--- config.mk ---
export PLATFORM = sky130hd
export DESIGN_NAME = se_div_sched
export DESIGN_NICKNAME = d
export VERILOG_FILES = /design/src/rtl/se_div_sched.sv
export SDC_FILE = /design/constraint.sdc
export NUM_CORES = 1
export LEC_CHECK = 0
export ABC_AREA = 0
export CAP_MARGIN = 25
export CORE_AREA = 5 5 529 531
export DETAILED_ROUTE_END_ITERATION = 7
export DIE_AREA = 0 0 534 536
export PLACE_DENSITY_LB_ADDON = 0.08
export SLEW_MARGIN = 40
export SYNTH_ARGS = -nofsm -noshare
export SYNTH_HDL_FRONTEND = slang
export SYNTH_SLANG_ARGS = --single-unit
export TNS_END_PERCENT = 100
--- constraint.sdc ---
create_clock -name clk -period 4.8 [get_ports clk]
set_input_delay 0.48 -clock clk [delete_from_list [all_inputs] [get_ports clk]]
set_output_delay 0.48 -clock clk [all_outputs]
set_load 0.02 [all_outputs]
--- src/rtl/se_div_sched.sv ---
// Sequencer for the SE-block 16-lane channel-mean divider array: per group it reads
// 16 pooled sums, launches one shared-divisor divide and streams the quotients to FC1.
module se_div_sched #(
  parameter int WIDTH    = 14,
  parameter int FBITS    = 7,
  parameter int IN_WIDTH = 26,
  parameter int GRP_W    = 6
) (
  input  logic                     clk,
  input  logic                     rst,
  input  logic                     go,
  input  logic [GRP_W-1:0]         cfg_groups,
  input  logic [IN_WIDTH-1:0]      cfg_divisor,
  output logic                     busy,
  output logic                     done,
  output logic                     err,
  output logic                     sum_rd_en,
  output logic [GRP_W-1:0]         sum_rd_addr,
  input  logic [16*IN_WIDTH-1:0]   sum_rd_data,
  output logic                     div_start,
  output logic [16*IN_WIDTH-1:0]   div_dividends,
  output logic [IN_WIDTH-1:0]      div_divisor,
  input  logic                     div_done,
  input  logic [16*WIDTH-1:0]      div_results,
  output logic                     res_valid,
  input  logic                     res_ready,
  output logic [16*WIDTH-1:0]      res_data,
  output logic [GRP_W-1:0]         res_group
);

  // state | meaning
  // IDLE  | waiting for go
  // RD    | sum buffer read strobe for group grp
  // LATCH | sum read data captured into dividend register
  // START | one-cycle divider start
  // WAIT  | divide in flight; first cycle ignores a stale done level
  // OUT   | quotient beat offered downstream
  // FIN   | done pulse (err too when divisor was zero)

  if (FBITS > WIDTH) begin : g_bad_fbits
    $error("FBITS must not exceed WIDTH");
  end

  typedef enum logic [2:0] {
    S_IDLE, S_RD, S_LATCH, S_START, S_WAIT, S_OUT, S_FIN
  } state_t;

  state_t           state, state_nxt;
  logic [GRP_W-1:0] grp;
  logic [GRP_W-1:0] grp_last;
  logic             err_flag;
  logic             wait_first;
  logic             cfg_ok;

  assign cfg_ok = (cfg_divisor != '0) && (cfg_groups != '0);

  always_ff @(posedge clk) begin
    if (rst) state <= S_IDLE;
    else     state <= state_nxt;
  end

  always_comb begin
    state_nxt   = state;
    busy        = 1'b0;
    done        = 1'b0;
    err         = 1'b0;
    sum_rd_en   = 1'b0;
    sum_rd_addr = '0;
    div_start   = 1'b0;
    res_valid   = 1'b0;
    case (state)
      S_IDLE: begin
        if (go) state_nxt = cfg_ok ? S_RD : S_FIN;
      end
      S_RD: begin
        busy        = 1'b1;
        sum_rd_en   = 1'b1;
        sum_rd_addr = grp;
        state_nxt   = S_LATCH;
      end
      S_LATCH: begin
        busy      = 1'b1;
        state_nxt = S_START;
      end
      S_START: begin
        busy      = 1'b1;
        div_start = 1'b1;
        state_nxt = S_WAIT;
      end
      S_WAIT: begin
        busy = 1'b1;
        if (!wait_first && div_done) state_nxt = S_OUT;
      end
      S_OUT: begin
        busy      = 1'b1;
        res_valid = 1'b1;
        if (res_ready) state_nxt = (grp == grp_last) ? S_FIN : S_RD;
      end
      S_FIN: begin
        busy      = 1'b1;
        done      = 1'b1;
        err       = err_flag;
        state_nxt = S_IDLE;
      end
      default: state_nxt = S_IDLE;
    endcase
  end

  // Divider inputs only move in IDLE and LATCH, so they are frozen while a divide runs.
  always_ff @(posedge clk) begin
    if (rst) begin
      grp           <= '0;
      grp_last      <= '0;
      err_flag      <= 1'b0;
      wait_first    <= 1'b0;
      div_dividends <= '0;
      div_divisor   <= '0;
      res_data      <= '0;
      res_group     <= '0;
    end else begin
      case (state)
        S_IDLE: begin
          if (go) begin
            err_flag <= (cfg_divisor == '0);
            grp      <= '0;
            if (cfg_ok) begin
              grp_last    <= cfg_groups - 1'b1;
              div_divisor <= cfg_divisor;
            end
          end
        end
        S_LATCH: div_dividends <= sum_rd_data;
        S_START: wait_first <= 1'b1;
        S_WAIT: begin
          wait_first <= 1'b0;
          if (!wait_first && div_done) begin
            res_data  <= div_results;
            res_group <= grp;
          end
        end
        S_OUT: begin
          if (res_ready && (grp != grp_last)) grp <= grp + 1'b1;
        end
        default: ;
      endcase
    end
  end

endmodule

==> impl_metrics.yaml <==
status:
  outcome: "completed"
placement:
  dp_slack_ns: 1.52
  place.detailed.hpwl_mm: 140
  post-place-cells: 7818
  place_congestion: 0.787
  port_buffers: 1360
timing:
  setup_viol: 0
  period_needed_ns: 3.64
  finalHoldViolCount: 0
  post-route-period-util: 0.759
  worst_slew_margin_rel: 0.441
  fmax_mhz: 274
  setup_tns_ns: 0
  clock_skew_ns: 0.0408
  worstMarginPinSlew_ns: 0.834
  whs_ns: 0.0995
  rsz0062_at_grt: "no"
  setup_ws_ns: 1.16
  drv_slew: 0
clock_network:
  cts_setup_buffers: 0
  clk_pin_slew_ns: 0.06
  cts_sinks: 689
  htree_levels: 3
  post_cts_resized: 0
  cts_tree: "done"
  cts_buffers: 103
  clk_latency_ns: 0.72
  cts_hold_buf: 0
  cts_root_buf: "clkbuf_16"
  cts_max_path_buffers: 3
global_routing:
  grt_overflow: 0
  grt_pass1_wl_mm: 240
  grt_usage: 0.120
  grt_pass1_vias: 26492
  antenna_found_initial: 102
  grt_max_degree: 131
power_and_ir_drop:
  power_frac_clock: 0.445
  powerDensity_mw_per_mm2: 382
  internal_power_w: 0.0120
  switching_power_w: 0.00524
  p_sw_frac: 0.304
  p_seq_frac: 0.365
  p_leak_nw: 14.5
  p_comb_frac: 0.189
  ir_worst_vdd_v: 0.000264
yosys:
  synthTopCellsByArea: "dfxtp_1, nand2_1, a21oi_1"
  synth_top_cell_by_area: "dfxtp_1"
  yosysWarnings: 0
  syn_nets: 3713
  syn-instance-count: 3034
  ys_seq_elements: 689
  avgSynthCellArea_um2: 7.92
  ys_seq_area_frac: 0.574
  ys_types: 42
  post-synth-top-area-fraction: 0.574
  synthesis.area_mm2: 0.0240
critical_path:
  reg2reg_slack_ns: 2.35
  r2r_cells: 6
  reg2reg_to: "div_divisor[22]"
  startpoint_type: "flip-flop"
  cp-startpoint: "state[2]"
  critPathKind: "flip-flop to output pin"
  cp_max_fo: 18
  cp-endpoint: "res_valid"
  cp.required_ns: 4.32
  cp.arrival_ns: 3.16
  endpoint_kind: "output pin"
  crit-reg2reg-launch: "state[0]"
die:
  die_y_um: 536
  start_util: 0.0874
  die_area_mm2: 0.286
  core_mm2: 0.275
  pin_count: 1361
  rows: 193
  die_w_um: 534
job:
  cap_violations: 0
drt:
  wl_met1_mm: 65.5
  dr.max_layer_used: "met5"
  post-route-drc-count: 0
  wl_per_cell_um: 22.6
  routed_wl_mm: 181
  firstDrtPassIters: 5
  ant_nets: 0
  drtIter0Drc: 894
  met2_length_mm: 91.0
  vias: 25764
  wl_met3_mm: 21.6
  vias_per_cell: 3.21
hold_path:
  hold_class: "input pin to flip-flop"
  hold_path_depth: 2
final_layout:
  fillCellCount: 31154
  syn2layout_area_growth_pct: 87.8
  final_cells: 8021
  drive_above_1_share: 0.0466
  nNetsFinal: 4995
-- worst min path at each step --
stage                   from              end
2_1_floorplan       err_flag         err_flag
3_3_place_gp   res_data[131]    res_data[131]
3_5_place_dp    res_data[46]     res_data[46]
4_1_cts                  rst  div_divisor[12]
5_1_grt                  rst  div_divisor[12]
6_report                 rst  div_divisor[23]
-- placed cells by master, fill, tap and decap left out, drive strengths merged, types with 3 or more instances in the layout --
cell	n
and3	3
and2	9
or3b	3
clkdlybuf4s50	1359
nor4	6
nand2	1300
nor3	3
or4	3
nor2	47
clkinv	16
dfxtp	689
nor2b	3
o21ai	8
xnor2	7
a21oi	655
nand3	6
mux2i	32
buf	47
bufinv	4
inv	7
clkbuf	161
nor3b	3
xor2	3
diode	19
-- final cells by class --
type | count | area [um2] | share of cell area
inverters | 4 | 15.0 | 0.000333
clock inverters | 23 | 310 | 0.00687
diodes | 19 | 47.5 | 0.00105
repair buffers | 1406 | 14200 | 0.314
flip-flops and latches | 689 | 13800 | 0.306
clock buffers | 161 | 3010 | 0.0666
multi-input cells | 2112 | 9280 | 0.206
well taps | 3607 | 4510 | 0.100
-- power groups by stage --
stage | logic (W) | registers, W | clock network, W
6_report | 0.00326 | 0.00630 | 0.00768
5_1_grt | 0.00354 | 0.00634 | 0.00836
4_1_cts | 0.00340 | 0.00631 | 0.00818
3_5_place_dp | 0.00338 | 0.00642 | 0
3_3_place_gp | 0.00340 | 0.00641 | 0
2_1_floorplan | 0.000963 | 0.00680 | 0
-- cell families (layout without fill, tap and decap cells) --
logic type / after synthesis / count (layout) / share of synthesized area
AND/OR/NAND/NOR: 1393 / 1393 / 0.223
flip-flops: 689 / 689 / 0.574
AO/OA/AOI/OAI: 673 / 673 / 0.143
buffers and inverters: 233 / 1594 / 0.0414
multiplexers: 34 / 34 / 0.0143
XOR/XNOR: 10 / 10 / 0.00364
adder cells (fa/ha/maj): 2 / 2 / 0.00104
other: 0 / 19 / 0
-- sequential cells by signal (all words and copies together) (netlist names) --
name,flops
state,3
wait_first,1
div_divisor,26
err_flag,1
grp_last,6
res_data,224
grp,6
div_dividends,416
res_group,6
-- layer usage --
| metal | vias to the layer above | global-route usage |
|---|---|---|
| met5 | - | 0 |
| met4 | 94 | 0.0184 |
| met3 | 281 | 0.0672 |
| met2 | 1044 | 0.219 |
| met1 | 11955 | 0.122 |
| li1 | 12390 | - |
-- worst max-delay path, cell delays in order, from the launching register on --
cell and delay [ns]:
dfxtp_1 0.78, nor2b_1 0.35, nand2_1 0.31, inv_1 0.27
clkdlybuf4s50_1 0.73
-- synthesized netlist by cell type --
cell type  instances
nand2_1         1300
ha_1               2
o2111ai_1          1
or4_1              3
a21oi_1          654
mux2i_1           32
o31ai_1            1
nand4_1            2
a211oi_1           1
o21ai_0            8
and3_1             3
buf_2             73
xor2_1             3
or3_1              2
nor2b_1            3
nand3b_1           1
inv_1              4
o31ai_4            1
and3b_1            1
nor4_1             6
dfxtp_1          689
nor3b_2            1
o21bai_1           2
a21oi_4            1
or3b_4             1
nand3_1            6
o311a_1            1
mux2_2             2
or2_1              1
buf_1              6
o32ai_1            1
clkbuf_1         146
and2_1             9
nor3_1             3
nor3b_1            2
a31oi_1            1
o211ai_2           1
nor2_1            47
or3b_2             1
xnor2_1            7
buf_6              4
or3b_1             1
-- per-stage QoR --
stage,power [W],instance area (um2),utilization
2_1_floorplan,0.00776,24000,-
3_3_place_gp,0.00981,41700,0.152
3_5_place_dp,0.00980,41800,0.152
4_1_cts,0.0179,45100,0.164
5_1_grt,0.0182,45100,0.164
6_report,0.0172,45100,0.164
No activity file was read; power rests on OpenSTA's default activity.
